<file path="src/rtl/minimac2_pkg.sv">
// Shared definitions for the minimac2 receive path: slot states and sizing.
package minimac2_pkg;
    localparam int MINIMAC2_CNT_W  = 11;
    localparam int MINIMAC2_NSLOTS = 2;

    typedef enum logic [1:0] {
        SLOT_IDLE  = 2'd0,
        SLOT_ARMED = 2'd1,
        SLOT_FULL  = 2'd2
    } slot_state_e;
endpackage

</file>
<file path="src/rtl/minimac2_rxsched_if.sv">
// Completed-frame presentation handshake between the scheduler and the CSR side.
interface minimac2_rxsched_if;
    import minimac2_pkg::*;
    logic                      frm_valid;
    logic                      frm_slot;
    logic [MINIMAC2_CNT_W-1:0] frm_count;
    logic                      frm_ack;

    modport master (output frm_valid, frm_slot, frm_count, input frm_ack);
    modport slave  (input frm_valid, frm_slot, frm_count, output frm_ack);
endinterface

</file>
<file path="src/rtl/minimac2_rxslot.sv">
// One receive slot: IDLE/ARMED/FULL state machine and the latched byte count.
module minimac2_rxslot
    import minimac2_pkg::*;
#(
    parameter bit AUTO_REARM = 1'b1
) (
    input  logic                      clk,
    input  logic                      rst,
    input  logic                      enable_i,
    input  logic                      arm_i,
    input  logic                      rx_done_i,
    input  logic [MINIMAC2_CNT_W-1:0] rx_count_i,
    input  logic                      ack_i,
    output logic                      ready_o,
    output logic                      accept_o,
    output logic                      spurious_o,
    output logic [MINIMAC2_CNT_W-1:0] count_o
);
    slot_state_e               state_q, state_d;
    logic [MINIMAC2_CNT_W-1:0] count_q;

    assign accept_o   = rx_done_i && (state_q == SLOT_ARMED);
    assign spurious_o = rx_done_i && (state_q != SLOT_ARMED);
    assign ready_o    = (state_q == SLOT_ARMED);
    assign count_o    = count_q;

    // A fill arriving in the same cycle as a disarm still wins: the frame is already in the slot.
    always_comb begin
        state_d = state_q;
        unique case (state_q)
            SLOT_IDLE:  if (enable_i && (arm_i || AUTO_REARM)) state_d = SLOT_ARMED;
            SLOT_ARMED: if (rx_done_i) state_d = SLOT_FULL;
                        else if (!enable_i) state_d = SLOT_IDLE;
            SLOT_FULL:  if (ack_i) state_d = (enable_i && AUTO_REARM) ? SLOT_ARMED : SLOT_IDLE;
            default:    state_d = SLOT_IDLE;
        endcase
    end

    always_ff @(posedge clk or posedge rst) begin
        if (rst) begin
            state_q <= SLOT_IDLE;
            count_q <= '0;
        end else begin
            state_q <= state_d;
            if (accept_o) count_q <= rx_count_i;
        end
    end
endmodule

</file>
<file path="src/rtl/minimac2_rxsched.sv">
// Receive-slot scheduler: keeps both slots armed, queues fills in arrival order, presents oldest first.
module minimac2_rxsched
    import minimac2_pkg::*;
#(
    parameter bit AUTO_REARM = 1'b1
) (
    input  logic                       sys_clk,
    input  logic                       sys_rst,
    input  logic                       enable,
    input  logic                       arm,
    output logic [MINIMAC2_NSLOTS-1:0] rx_ready,
    input  logic [MINIMAC2_NSLOTS-1:0] rx_done,
    input  logic [MINIMAC2_CNT_W-1:0]  rx_count_0,
    input  logic [MINIMAC2_CNT_W-1:0]  rx_count_1,
    minimac2_rxsched_if.master         frm,
    output logic                       irq,
    output logic                       stall,
    output logic [15:0]                stall_cnt,
    input  logic                       stall_clr,
    output logic                       err
);
    logic [MINIMAC2_NSLOTS-1:0][MINIMAC2_CNT_W-1:0] rx_count_a, slot_cnt;
    logic [MINIMAC2_NSLOTS-1:0] accept, spurious, slot_ack;

    // Order queue: two entries of one-bit slot index, head pointer and occupancy.
    logic [1:0]  q_q, q_d;
    logic        head_q, head_d;
    logic [1:0]  occ_q, occ_d;
    logic        pop;
    logic        stall_q, err_q;
    logic [15:0] stall_cnt_q;

    assign rx_count_a[0] = rx_count_0;
    assign rx_count_a[1] = rx_count_1;

    assign pop = frm.frm_ack && (occ_q != 2'd0);

    for (genvar i = 0; i < MINIMAC2_NSLOTS; i++) begin : g_slot
        assign slot_ack[i] = pop && (q_q[head_q] == 1'(i));
        minimac2_rxslot #(.AUTO_REARM(AUTO_REARM)) u_slot (
            .clk       (sys_clk),
            .rst       (sys_rst),
            .enable_i  (enable),
            .arm_i     (arm),
            .rx_done_i (rx_done[i]),
            .rx_count_i(rx_count_a[i]),
            .ack_i     (slot_ack[i]),
            .ready_o   (rx_ready[i]),
            .accept_o  (accept[i]),
            .spurious_o(spurious[i]),
            .count_o   (slot_cnt[i])
        );
    end

    // Pop first, then append in slot order at head+occupancy, so a push into an empty queue becomes head.
    always_comb begin
        q_d    = q_q;
        head_d = head_q ^ pop;
        occ_d  = occ_q - {1'b0, pop};
        for (int i = 0; i < MINIMAC2_NSLOTS; i++) begin
            if (accept[i]) begin
                q_d[head_d ^ occ_d[0]] = 1'(i);
                occ_d = occ_d + 2'd1;
            end
        end
    end

    always_ff @(posedge sys_clk or posedge sys_rst) begin
        if (sys_rst) begin
            q_q         <= '0;
            head_q      <= 1'b0;
            occ_q       <= '0;
            stall_q     <= 1'b0;
            stall_cnt_q <= '0;
            err_q       <= 1'b0;
        end else begin
            q_q     <= q_d;
            head_q  <= head_d;
            occ_q   <= occ_d;
            stall_q <= enable && !(|rx_ready);
            err_q   <= err_q || (|spurious);
            if (stall_clr)                              stall_cnt_q <= '0;
            else if (stall_q && stall_cnt_q != 16'hFFFF) stall_cnt_q <= stall_cnt_q + 16'd1;
        end
    end

    assign frm.frm_valid = (occ_q != 2'd0);
    assign frm.frm_slot  = q_q[head_q];
    assign frm.frm_count = slot_cnt[q_q[head_q]];
    assign irq           = frm.frm_valid;
    assign stall         = stall_q;
    assign stall_cnt     = stall_cnt_q;
    assign err           = err_q;
endmodule
</file>
<file path="src/flat_wrapper.sv">
// flat-port wrapper written by rule: the top's interface ports become plain ports
module minimac2_rxsched_flat import minimac2_pkg::*;
#(
    parameter bit AUTO_REARM = 1'b1
)
  (sys_clk, sys_rst, enable, arm, rx_ready, rx_done, rx_count_0, rx_count_1, irq, stall, stall_cnt, stall_clr, err, frm_frm_valid, frm_frm_slot, frm_frm_count, frm_frm_ack);
  minimac2_rxsched_if frm_i ();
  input  logic sys_clk;
  input  logic sys_rst;
  input  logic enable;
  input  logic arm;
  output logic [MINIMAC2_NSLOTS-1:0] rx_ready;
  input  logic [MINIMAC2_NSLOTS-1:0] rx_done;
  input  logic [MINIMAC2_CNT_W-1:0] rx_count_0;
  input  logic [MINIMAC2_CNT_W-1:0] rx_count_1;
  output logic irq;
  output logic stall;
  output logic [15:0] stall_cnt;
  input  logic stall_clr;
  output logic err;
  output wire logic [$bits(frm_i.frm_valid)-1:0] frm_frm_valid;
  output wire logic [$bits(frm_i.frm_slot)-1:0] frm_frm_slot;
  output wire logic [$bits(frm_i.frm_count)-1:0] frm_frm_count;
  input wire logic [$bits(frm_i.frm_ack)-1:0] frm_frm_ack;
  assign frm_frm_valid = frm_i.frm_valid;
  assign frm_frm_slot = frm_i.frm_slot;
  assign frm_frm_count = frm_i.frm_count;
  assign frm_i.frm_ack = frm_frm_ack;
  minimac2_rxsched #(.AUTO_REARM(AUTO_REARM)) u_core (.sys_clk(sys_clk), .sys_rst(sys_rst), .enable(enable), .arm(arm), .rx_ready(rx_ready), .rx_done(rx_done), .rx_count_0(rx_count_0), .rx_count_1(rx_count_1), .frm(frm_i), .irq(irq), .stall(stall), .stall_cnt(stall_cnt), .stall_clr(stall_clr), .err(err));
endmodule
</file>
<file path="config.mk">
export PLATFORM = sky130hd
export DESIGN_NAME = minimac2_rxsched_flat
export DESIGN_NICKNAME = d
export VERILOG_FILES = /design/src/rtl/minimac2_pkg.sv /design/src/rtl/minimac2_rxsched_if.sv /design/src/rtl/minimac2_rxslot.sv /design/src/rtl/minimac2_rxsched.sv /design/src/flat_wrapper.sv
export SDC_FILE = /design/constraint.sdc
export NUM_CORES = 1
export LEC_CHECK = 0
export CAP_MARGIN = 20
export CELL_PAD_IN_SITES_DETAIL_PLACEMENT = 1
export CELL_PAD_IN_SITES_GLOBAL_PLACEMENT = 1
export CORE_MARGIN = 5
export CORE_UTILIZATION = 33
export DETAILED_ROUTE_END_ITERATION = 7
export GPL_ROUTABILITY_DRIVEN = 0
export PLACE_DENSITY = 0.77
export SYNTH_ARGS = -nofsm -noshare
export SYNTH_HDL_FRONTEND = slang
export SYNTH_SLANG_ARGS = --single-unit
</file>
<file path="constraint.sdc">
create_clock -name sys_clk -period 2.1 [get_ports sys_clk]
set_clock_uncertainty 0.2 [all_clocks]
set_input_delay 0.42 -clock sys_clk [delete_from_list [all_inputs] [get_ports sys_clk]]
set_output_delay 0.42 -clock sys_clk [all_outputs]
set_load 0.05 [all_outputs]
</file>
==> summary.md <==
| Metric | Value |
|---|---|
| CTS Buf Count | `5` |
| Hold_buf cts | `0` |
| CTS clk-pin slew, worst paths | `0.10 ns` |
| Fillers | `838` |
| Slew Limit Headroom | `59.5%` |
| Via density | `4.88` |
| Syn Area/Cell | `10.5 sq um` |
| Most frequent cells in the layout | `dfrtp_1, buf_4, clkdlybuf4s50_1` |
| Dominant cell type by area after synthesis | `dfrtp_1` |
| Critical path type | `reg -> out` |
| Design internal power | `0.00287 W` |
| Vias | `1961` |
| Period minus WS final | `2.15 ns` |
| Met1 GRT Util | `16.7%` |
| Routed len/inst | `15.2 microns` |
| Met2 Use GR | `26.7%` |
| Syn Nets | `260` |
| Antenna violations before repair | `0` |
| Cell Area, Synth | `0.00239 sq mm` |
| Status | `finished with violations` |
| Sequential share of power | `27.6%` |
| Reg area | `0.00123 sq mm` |
| Final period util | `102%` |
| Most common cell after layout, fill and taps aside | `dfrtp_1` |
| Slew @ Worst Pin | `0.605 ns` |
| Die Y | `95.0 microns` |
| Crit end category | `output port` |
| Met3 Use GR | `5.29%` |
| Root Driver | `clkbuf_8` |
| Post-DP Area | `0.00313 sq mm` |
| Die area | `0.00903 sq mm` |
| Max-slew violation count | `0` |
| Clk network pwr share | `10.9%` |
| R2r startpoint | `u_core.stall_cnt[0]` |
| Slowest CP cell | `dfrtp_2` |
| Crit-path cells | `mux2i_4 > buf_6 > nand2_1 > nand2_2 > buf_8` |
| Share of the synthesized area in the top cell type | `51.4%` |
| RSZ-0062 raised after global routing | `true` |
| Initial DRT Pass Iterations | `4` |
| GR Overflow Total | `0` |
| Die width | `95.0 microns` |
| Worst VDD drop | `1.27 mV` |
| Sw frac | `45.9%` |
| Row count | `31` |
| Max_cap viols | `0` |
| Buf+Inv Stages, Crit Path | `2` |
| Setup TNS | `-0.128 ns` |
| NumNets Final | `334` |
| CTS HTree Levels | `2` |
| Unique masters post-synth | `41` |
| Failing checks | `negative setup slack` |
| GRT Max-Usage Layer | `met2` |
| Max incr delay on CP | `0.41 ns` |
| Vias in the first global route | `2224` |
| Setup-failing EPs final | `9` |
| Pre-CTS setup slack | `-0.101 ns` |
| Required time worst endpoint | `1.48 ns` |
| Initial Util | `33.4%` |
| F_max | `0.465 GHz` |
| Largest net degree at the start of global routing | `28` |
| DRC | `0` |
| Final hold vios | `0` |
| Drt total wl | `6.11 mm` |
| Final hold slack | `0.267 ns` |
| Area of the multi-input gates | `0.00113 sq mm` |
| Input/output buffers | `62` |
| Final worst slack | `-0.0484 ns` |
| GR Util All Layers | `14.8%` |
| CTS tree | `built` |
| Number of synthesized register bits | `49` |
| CP startpoint | `u_core.head_q` |
| Number of synthesized flops with an enable pin | `0` |
| Hold/Removal Path Class | `in -> async` |
| Post-synthesis instance total | `228` |
| Gate power share | `61.5%` |
| Synthesis-to-layout area growth | `42.0%` |
| Yosys warns | `0` |
| Design area | `0.00339 sq mm` |
| Initial DRC Count | `40` |
| Cell family with most CP delay | `flip-flops` |
| Sw Pwr | `0.00244 W` |
| Crit path DAT | `1.53 ns` |
| Skew-Pair Late Insertion Delay | `0.31 ns` |
| Startpoint types | `register` |
| CP Max Fanout | `6` |
| First-pass GRT wire length | `10.5 mm` |
| Pleak | `1.51 nW` |
| Post-synth top flop | `dfrtp_1` |
| Num Clock Sinks | `49` |
| Final ANT Viol Nets | `0` |
| Deepest clock path buffer count | `2` |
| Seq/Total Area, Yosys | `51.4%` |
| Diodes inserted | `0` |
| DP HPWL | `4.53 mm` |
| Asr flop ratio synth | `100%` |
| Pwr dens | `1570 mW/mm^2` |
| Largest cells by area after synthesis | `dfrtp_1, mux2_2, nand2_1` |
| Core Region | `0.00714 sq mm` |
| Share of layout cells above drive strength 1 | `39.3%` |
| IO Pins | `64` |
[path summary, 6_finish.rpt]
check | end | slack (ns) | depth (start not counted)
min | u_core.stall_cnt[15] | 0.27 | 3
max | frm_frm_count[7] | -0.05 | 5
min in group sys_clk | u_core.g_slot[0].u_slot.state_q[1] | 0.31 | 1
max reg2reg | u_core.stall_cnt[7] | 0.11 | 6
min reg2reg | u_core.g_slot[0].u_slot.state_q[1] | 0.31 | 1
max in group asynchronous | u_core.head_q | 1.11 | 3
[flip-flops by register name, summed over array words and instances (netlist names)]
| signal | count |
|---|---|
| u_core.err | 1 |
| u_core.g_slot.u_slot.count_o | 22 |
| u_core.g_slot.u_slot.state_q | 4 |
| u_core.head_q | 1 |
| u_core.occ_q | 2 |
| u_core.q_q | 2 |
| u_core.stall | 1 |
| u_core.stall_cnt | 16 |
[power by group through the flow]
stage | Clock (W) | Combinational (W) | Sequential [W]
6_report | 0.000576 | 0.00326 | 0.00147
5_1_grt | 0.000643 | 0.00348 | 0.00151
4_1_cts | 0.000599 | 0.00314 | 0.00146
3_5_place_dp | 0 | 0.00275 | 0.00147
3_3_place_gp | 0 | 0.00268 | 0.00144
2_1_floorplan | 0 | 0.00190 | 0.00146
[synth_stat cells, drive strengths merged, types with 2 or more instances]
cell type   n
buf         7
inv        11
a21oi       7
or2         2
nor3        3
dfrtp      49
and4        2
o21ai       8
nor2       17
nor2b       2
nand4       5
clkbuf      4
and3        4
xor2       10
mux2i       2
ha          2
xnor2      10
nand2      38
mux2       22
nand3      10
nand2b      2
nor4        4
[tightest hold or removal path: stages]
cell and delay [ns]:
clkdlybuf4s50_1 0.41, inv_2 0.06, buf_4 0.27
[layout make-up]
| type | instances | area share [%] |
|---|---|---|
| Inverter | 11 | 1.29 |
| Tap cell | 99 | 3.66 |
| Timing Repair Buffer | 78 | 22.7 |
| Clock buffer | 5 | 2.03 |
| Multi-Input combinational cell | 157 | 33.4 |
| Clock inverter | 3 | 0.628 |
| Sequential cell | 49 | 36.3 |
[cells by family (layout without fill, tap and decap cells)]
| group | count (synthesis) | count (layout) | share of synthesized area [%] |
|---|---|---|---|
| xor gates and xnor gates | 20 | 20 | 7.34 |
| and+or+nand+nor | 90 | 90 | 18.8 |
| AOI/OAI and AO/OA | 20 | 20 | 5.35 |
| DFF | 49 | 49 | 51.4 |
| buffers and inverters | 22 | 97 | 4.40 |
| adders and majority gates | 3 | 3 | 1.47 |
| muxes | 24 | 24 | 11.2 |
[timing repair]
item,CTS,global route
resized for setup,29,10
setup endpoints to repair,12,12
pin swaps,2,1
cloned,1,0
setup buffers,2,2
[per-stage QoR]
stage / utilization (%) / power, W / cells
2_1_floorplan: - / 0.00336 / 228
3_3_place_gp: 43.8 / 0.00413 / 389
6_report: 47.5 / 0.00530 / 402
5_1_grt: 47.5 / 0.00563 / 402
4_1_cts: 46.6 / 0.00520 / 400
3_5_place_dp: 43.8 / 0.00422 / 389
[layer usage]
layer	wire, microns	part of all wire [%]
met4	65	1.1
met1	2410	39
met5	0	0
met3	431	7.1
met2	3200	52
Power figures use the tool's default switching activity.
